**src/rtl/lsu_pkg.sv**
```systemverilog
// Shared encodings for the load/store unit: access sizes, FSM states and
// the legal range of the data memory read latency.
package lsu_pkg;

    localparam logic [1:0] SZ_BYTE = 2'b00;
    localparam logic [1:0] SZ_HALF = 2'b01;
    localparam logic [1:0] SZ_WORD = 2'b10;
    localparam logic [1:0] SZ_RSVD = 2'b11;

    localparam int MEM_RD_LAT_MIN = 1;
    localparam int MEM_RD_LAT_MAX = 3;
    localparam int CNT_W          = 2;

    typedef enum logic [2:0] {
        S_IDLE,
        S_RD,
        S_RD_WAIT,
        S_WR,
        S_RESP
    } lsu_state_e;

endpackage

```
**src/rtl/lsu_byte_lane.sv**
```systemverilog
// Combinational lane logic: extracts and extends sub-word load data and
// merges sub-word store data into a read word (little-endian lanes).
module lsu_byte_lane
    import lsu_pkg::*;
(
    input  logic [1:0]  size_i,
    input  logic [1:0]  lane_i,
    input  logic        signed_i,
    input  logic [31:0] mem_word_i,
    input  logic [15:0] store_data_i,
    output logic [31:0] load_data_o,
    output logic [31:0] store_word_o
);

    logic [4:0]  shamt;
    logic [31:0] shifted;

    // NOTE: every output of this block gets a default before the case, so no
    // path leaves a signal unassigned and no latch is inferred.
    always_comb begin
        shamt        = 5'd0;
        store_word_o = mem_word_i;
        case (size_i)
            SZ_BYTE: shamt = {lane_i, 3'b000};
            SZ_HALF: shamt = {lane_i[1], 4'b0000};
            default: shamt = 5'd0;
        endcase

        shifted     = mem_word_i >> shamt;
        load_data_o = shifted;
        case (size_i)
            SZ_BYTE: begin
                load_data_o = {{24{signed_i & shifted[7]}}, shifted[7:0]};
                store_word_o[shamt +: 8] = store_data_i[7:0];
            end
            SZ_HALF: begin
                load_data_o = {{16{signed_i & shifted[15]}}, shifted[15:0]};
                store_word_o[shamt +: 16] = store_data_i;
            end
            default: ;
        endcase
    end

endmodule

```
**src/rtl/load_store_unit.sv**
```systemverilog
// Load/store front end for a word-wide Data_mem without byte enables; sub-word
// stores are read-modify-write. Define LSU_ALIGN_CHECK_EN to reject misaligned
// half/word accesses.
module load_store_unit
    import lsu_pkg::*;
#(
    parameter int MEM_RD_LAT = 1
) (
    input  logic        Clk,
    input  logic        Reset,
    input  logic        req_valid,
    output logic        req_ready,
    input  logic        req_store,
    input  logic [1:0]  req_size,
    input  logic        req_signed,
    input  logic [31:0] req_addr,
    input  logic [31:0] req_wdata,
    output logic        resp_valid,
    output logic [31:0] resp_rdata,
    output logic        resp_err,
    output logic [31:0] Data_address,
    output logic [31:0] Data_in,
    output logic        we,
    input  logic [31:0] Data_out
);

    lsu_state_e       state_q;
    logic             store_q;
    logic [1:0]       size_q;
    logic             signed_q;
    logic [1:0]       lane_q;
    logic [15:0]      wdata_q;
    logic [CNT_W-1:0] cnt_q;
    logic [31:0]      data_addr_q;
    logic [31:0]      data_in_q;
    logic             we_q;
    logic             resp_valid_q;
    logic [31:0]      resp_rdata_q;
    logic             resp_err_q;

    logic        misaligned;
    logic        req_err;
    logic [31:0] load_word;
    logic [31:0] store_word;

`ifdef LSU_ALIGN_CHECK_EN
    assign misaligned = ((req_size == SZ_HALF) && req_addr[0]) ||
                        ((req_size == SZ_WORD) && (req_addr[1:0] != 2'b00));
`else
    assign misaligned = 1'b0;
`endif

    assign req_err   = (req_size == SZ_RSVD) || misaligned;
    assign req_ready = (state_q == S_IDLE) && !Reset;

    lsu_byte_lane u_byte_lane (
        .size_i       (size_q),
        .lane_i       (lane_q),
        .signed_i     (signed_q),
        .mem_word_i   (Data_out),
        .store_data_i (wdata_q),
        .load_data_o  (load_word),
        .store_word_o (store_word)
    );

    // NOTE: all state is updated with non-blocking assignments so every
    // register samples the values from before this edge.
    always_ff @(posedge Clk) begin
        if (Reset) begin
            state_q      <= S_IDLE;
            store_q      <= 1'b0;
            size_q       <= SZ_BYTE;
            signed_q     <= 1'b0;
            lane_q       <= 2'b00;
            wdata_q      <= 16'h0;
            cnt_q        <= '0;
            data_addr_q  <= 32'h0;
            data_in_q    <= 32'h0;
            we_q         <= 1'b0;
            resp_valid_q <= 1'b0;
            resp_rdata_q <= 32'h0;
            resp_err_q   <= 1'b0;
        end else begin
            case (state_q)
                S_IDLE: begin
                    if (req_valid) begin
                        store_q  <= req_store;
                        size_q   <= req_size;
                        signed_q <= req_signed;
                        lane_q   <= req_addr[1:0];
                        wdata_q  <= req_wdata[15:0];
                        if (req_err) begin
                            state_q      <= S_RESP;
                            resp_valid_q <= 1'b1;
                            resp_err_q   <= 1'b1;
                        end else begin
                            data_addr_q <= {req_addr[31:2], 2'b00};
                            if (req_store && (req_size == SZ_WORD)) begin
                                state_q   <= S_WR;
                                we_q      <= 1'b1;
                                data_in_q <= req_wdata;
                            end else begin
                                state_q <= S_RD;
                            end
                        end
                    end
                end
                S_RD: begin
                    cnt_q   <= CNT_W'(MEM_RD_LAT - 1);
                    state_q <= S_RD_WAIT;
                end
                S_RD_WAIT: begin
                    // Data_out is valid in the last wait cycle; sample it then.
                    if (cnt_q == '0) begin
                        if (store_q) begin
                            state_q   <= S_WR;
                            we_q      <= 1'b1;
                            data_in_q <= store_word;
                        end else begin
                            state_q      <= S_RESP;
                            resp_valid_q <= 1'b1;
                            resp_rdata_q <= load_word;
                        end
                    end else begin
                        cnt_q <= cnt_q - 1'b1;
                    end
                end
                S_WR: begin
                    we_q         <= 1'b0;
                    resp_valid_q <= 1'b1;
                    state_q      <= S_RESP;
                end
                S_RESP: begin
                    resp_valid_q <= 1'b0;
                    resp_rdata_q <= 32'h0;
                    resp_err_q   <= 1'b0;
                    state_q      <= S_IDLE;
                end
                default: state_q <= S_IDLE;
            endcase
        end
    end

    assign Data_address = data_addr_q;
    assign Data_in      = data_in_q;
    assign we           = we_q;
    assign resp_valid   = resp_valid_q;
    assign resp_rdata   = resp_rdata_q;
    assign resp_err     = resp_err_q;

endmodule
```
**config.mk**
```make
export PLATFORM = sky130hd
export DESIGN_NAME = load_store_unit
export DESIGN_NICKNAME = d
export VERILOG_FILES = /design/src/rtl/lsu_pkg.sv /design/src/rtl/lsu_byte_lane.sv /design/src/rtl/load_store_unit.sv
export SDC_FILE = /design/constraint.sdc
export NUM_CORES = 1
export LEC_CHECK = 0
export BUFFER_PORTS_ARGS = -buffer_cell sky130_fd_sc_hd__buf_2
export CAP_MARGIN = 15
export CORE_UTILIZATION = 56
export DETAILED_ROUTE_END_ITERATION = 8
export PLACE_DENSITY = 0.95
export SKIP_CTS_REPAIR_TIMING = 1
export SLEW_MARGIN = 0
export SYNTH_ARGS = -nofsm -noshare
export SYNTH_HDL_FRONTEND = slang
export SYNTH_HIERARCHICAL = 1
export SYNTH_SLANG_ARGS = --single-unit
```
**constraint.sdc**
```tcl
create_clock -name Clk -period 7.3 [get_ports Clk]
set_input_delay 0.73 -clock Clk [delete_from_list [all_inputs] [get_ports Clk]]
set_output_delay 0.73 -clock Clk [all_outputs]
set_load 0.01 [all_outputs]
```
==> summary by stage <==
Timing
Setup repair after global routing left no endpoint under its margin. The total count of hold-check failures in the final report is 0. The worst hold slack is 0.451 ns. The worst pin sits at a relative slew slack of 0.215.

The worst clock skew is 0.00728 ns. The final period demand of the worst path is 3.56 ns. The final setup violation count is 0.

The final max-slew violation count is 0. The final sum of negative setup slack is 0 ns. The upper clock frequency limit is 281 MHz. The portion of the clock cycle consumed by the worst path in the final layout is 0.487. At the pin with the least slew margin, the transition time is 1.18 ns.

Yosys
Sorting the synthesized cells by area gives the leading types as sky130_fd_sc_hd__dfxtp_1 38%, sky130_fd_sc_hd__a21oi_1 9.6%, sky130_fd_sc_hd__nand2_1 9.3%. For this run, the register share of the synthesized area comes to 0.376. The Yosys step of the flow raised 6 warnings. Yosys mapped a number of flops with a built-in enable equal to 0. After synthesis, the mean cell area works out to 8.30 um2. For this run, the leading register cell type out of synthesis is sky130_fd_sc_hd__dfxtp_1. The share of synthesized area in the top cell type comes to 0.376. The netlist uses 59 different library cells. The fraction of registers with async set/reset is 0. The cell count after synthesis is 795. In this run the cell area of the synthesized design comes to 0.00660 mm2. The biggest area contributor in the post-synthesis netlist is sky130_fd_sc_hd__dfxtp_1. The synthesis-stage register bit count is 124.

Pwr
The net load switching power is 0.000724 W. For this design the static power due to leakage is 3.44 nW. For this design the ratio of total power to cell area is 281 mW/mm2. The register share of total power is 0.368. The largest vdd supply drop is 0.000269 V. The part of the total power dissipated in the clock network is 0.375. Cell internal power was estimated by the tool at 0.00155 W. The switching share of total power is 0.319.

The share of total power dissipated in combinational logic is 0.257.

Critical path
The signal on the critical path passes through buf_4 -> and2b_1 -> inv_1 -> ha_1 -> nor3b_1 -> and3_1 -> a221o_1 -> mux2i_1 -> a211oi_2. For flop-to-flop paths, the worst setup slack is 3.74 ns. The number of cells on the worst reg-to-reg path is 9. The cell with the largest stage delay on the worst path is sky130_fd_sc_hd__and2b_1. The beginning of the worst register-to-register path is size_q[1]. The startpoint-to-endpoint class of the critical path is reg -> reg. STA puts the critical path data arrival time at 3.89 ns. The endpoint class of the critical path is a register.

The end of the worst register-to-register path is Data_in[15]. The count of buffer and inverter cells on the critical path is 2. The maximum cell stage delay along the critical path is 0.66 ns.

Grouping stages by cell kind, the critical path spends the most delay in simple AND/OR/NAND/NOR gates. The required time reported for the critical path endpoint is 7.63 ns. Along the worst path, the maximum fanout reaches 38. The type of element launching the critical path is a register.

Global route
The largest net degree at the start of global routing is 90. The via count of the first global-routing pass was 6440. Across every metal layer, demand over resource in global routing totals 0.340. The initial antenna violation count is 1.

The first-pass GRT wire length is 32900 um. The residual overflow from global routing is 0.

Drt
For this run, design rule violations remaining after detail routing come to 0. The detailed-route vias per instance is 6.03. Summed over all layers, the routed wires come to 20800 um. The detail route stage leaves a number of antenna-violating nets equal to 0. The number of design-rule violations left by the first detailed-router iteration is 666. The pre-antenna-repair detailed-routing pass consisted of 7 iterations. The detailed router placed 6698 vias in this run. The average wire per standard cell is 18.7 um.

Die
After floorplanning, the core was sized to cover 0.0115 mm2. For this design the top-level I/O count stands at 203. The number of rows in the core area is 39. The floorplan step defined a die boundary enclosing 0.0122 mm2. The vertical extent of the die is 111 um.

For this configuration, the core starts out at a cell density of 0.575. Measured along the x axis, the die boundary spans 111 um.

CTS
The root cell of the clock tree is sky130_fd_sc_hd__clkbuf_16. The TritonCTS buffer count is 17. Clock tree synthesis found a total of 124 sinks.

After clock tree synthesis, the clock-pin slew on the worst setup and hold paths is 0.06 ns. No sink is reached through more buffers than the 2 on the longest clock path. The H-tree generated during clock tree synthesis spans 4 levels. TritonCTS built the clock tree.

At the later pin of the worst-skew pair, clock insertion delay measures 0.42 ns.

Place
The count of buffers from port buffering is 200. At the end of routability-driven placement, the weighted congestion stood at 0.970. The sum of net half-perimeters after detailed placement is 14700 um.

Cells and area
For this run, the post-layout net count is 1063. Leaving out fill and tap cells, the most frequent cell in the layout is sky130_fd_sc_hd__buf_2. The top cell types in the final layout, fill and taps aside, are 199 x sky130_fd_sc_hd__buf_2, 164 x sky130_fd_sc_hd__nand2_1, 125 x sky130_fd_sc_hd__a21oi_1, 124 x sky130_fd_sc_hd__dfxtp_1, 56 x sky130_fd_sc_hd__mux2i_1. Relative to the synthesized area, the layout overhead comes to 22.5%.

The share of layout cells above drive strength 1 is 0.301.

Min path
The hold path startpoint is Data_address[2]. The number of cells on the worst hold path is 2. The endpoint of the worst hold-timing path is Data_address[2].

The tightest min-delay check is of the reg -> reg type.

Run
The total of max-cap violations is 0.

Run status
The run finished with clean final reports.
[power groups by stage]
stage | clock, W | combinational [W] | sequential [W]
global route | 0.000890 | 0.000635 | 0.000843
finish | 0.000851 | 0.000584 | 0.000835
detailed placement | 0 | 0.000574 | 0.000843
floorplan | 0 | 0.000376 | 0.000860
CTS | 0.000860 | 0.000578 | 0.000832
global placement | 0 | 0.000565 | 0.000842
[stage by stage]
step,util,power [W],setup slack (ns),cell area (um2),std cells
after floorplan,-,0.00124,4.65,6600,796
after global placement,0.652,0.00141,3.89,7480,1078
after detailed placement,0.652,0.00142,3.83,7480,1078
after CTS,0.705,0.00227,3.81,8080,1109
after global routing,0.705,0.00237,3.49,8080,1110
final,0.705,0.00227,3.74,8080,1110
[synth_stat cells, types with 2 or more instances]
master,number
sky130_fd_sc_hd__a211oi_1,4
sky130_fd_sc_hd__a211oi_2,30
sky130_fd_sc_hd__a21o_1,3
sky130_fd_sc_hd__a21oi_1,126
sky130_fd_sc_hd__a221o_1,8
sky130_fd_sc_hd__a22o_1,10
sky130_fd_sc_hd__a22oi_1,8
sky130_fd_sc_hd__a32oi_1,6
sky130_fd_sc_hd__and3_1,8
sky130_fd_sc_hd__and3b_1,2
sky130_fd_sc_hd__buf_2,23
sky130_fd_sc_hd__buf_4,4
sky130_fd_sc_hd__buf_6,12
sky130_fd_sc_hd__clkbuf_1,32
sky130_fd_sc_hd__dfxtp_1,124
sky130_fd_sc_hd__ha_1,6
sky130_fd_sc_hd__inv_1,8
sky130_fd_sc_hd__mux2_2,4
sky130_fd_sc_hd__mux2_4,2
sky130_fd_sc_hd__mux2i_1,56
sky130_fd_sc_hd__nand2_1,164
sky130_fd_sc_hd__nand2b_1,15
sky130_fd_sc_hd__nand3_1,9
sky130_fd_sc_hd__nor2_1,50
sky130_fd_sc_hd__nor2b_1,6
sky130_fd_sc_hd__nor3b_1,2
sky130_fd_sc_hd__nor4b_2,2
sky130_fd_sc_hd__o211a_1,2
sky130_fd_sc_hd__o211ai_1,18
sky130_fd_sc_hd__o211ai_2,2
sky130_fd_sc_hd__o21a_1,2
sky130_fd_sc_hd__o21ai_0,18
sky130_fd_sc_hd__o21ai_1,2
sky130_fd_sc_hd__or2_2,2
[tightest hold or removal path: cells and delay by family, from the launching register on]
| family | cells | cell delay, ns |
|---|---|---|
| flops | 1 | 0.30 |
| simple gates | 1 | 0.05 |
| compound gates | 1 | 0.05 |
[logic make-up after synthesis]
group	count (synthesis)	share of synthesized area
other cells	1	0.000568
compound gates	247	0.264
mux	62	0.0963
buf+inv	81	0.0671
simple gates	274	0.184
fa+ha+maj	6	0.0114
flops	124	0.376
[registers in the layout, summed over array words and instances, names as in the netlist, 2 cells and up]
register,flops
Data_address,30
Data_in,32
lane_q,2
size_q,2
wdata_q,16
cnt_q,2
resp_rdata,32
state_q,3
[layout make-up]
type                       instances  area (um2)
tap                              143         179
timing repair buffer             211        1090
inverter                           9        38.8
fill                             889        3390
clock buffer                      25         515
multi-input combinational        591        3690
sequential                       124        2480
clock inverter                     6        82.6
antenna                            1        2.50
[layer usage]
layer | share of wire | GRT usage | vias to the layer above
li1 | - | - | 3121
met1 | 0.39 | 0.405 | 3057
met2 | 0.45 | 0.526 | 412
met3 | 0.096 | 0.108 | 108
met4 | 0.063 | 0.222 | 0
met5 | 0 | 0 | -
[worst max path at each step]
stage / start / to / slack (ns) / cells after the start
2_1_floorplan: size_q[1] / Data_in[25] / 4.65 / 11
3_3_place_gp: size_q[1] / Data_in[12] / 3.89 / 9
3_5_place_dp: size_q[1] / Data_in[9] / 3.83 / 9
4_1_cts: size_q[1] / Data_in[15] / 3.81 / 9
5_1_grt: size_q[1] / Data_in[28] / 3.49 / 9
6_report: size_q[1] / Data_in[15] / 3.74 / 9
(Power assumes the default switching activity.)
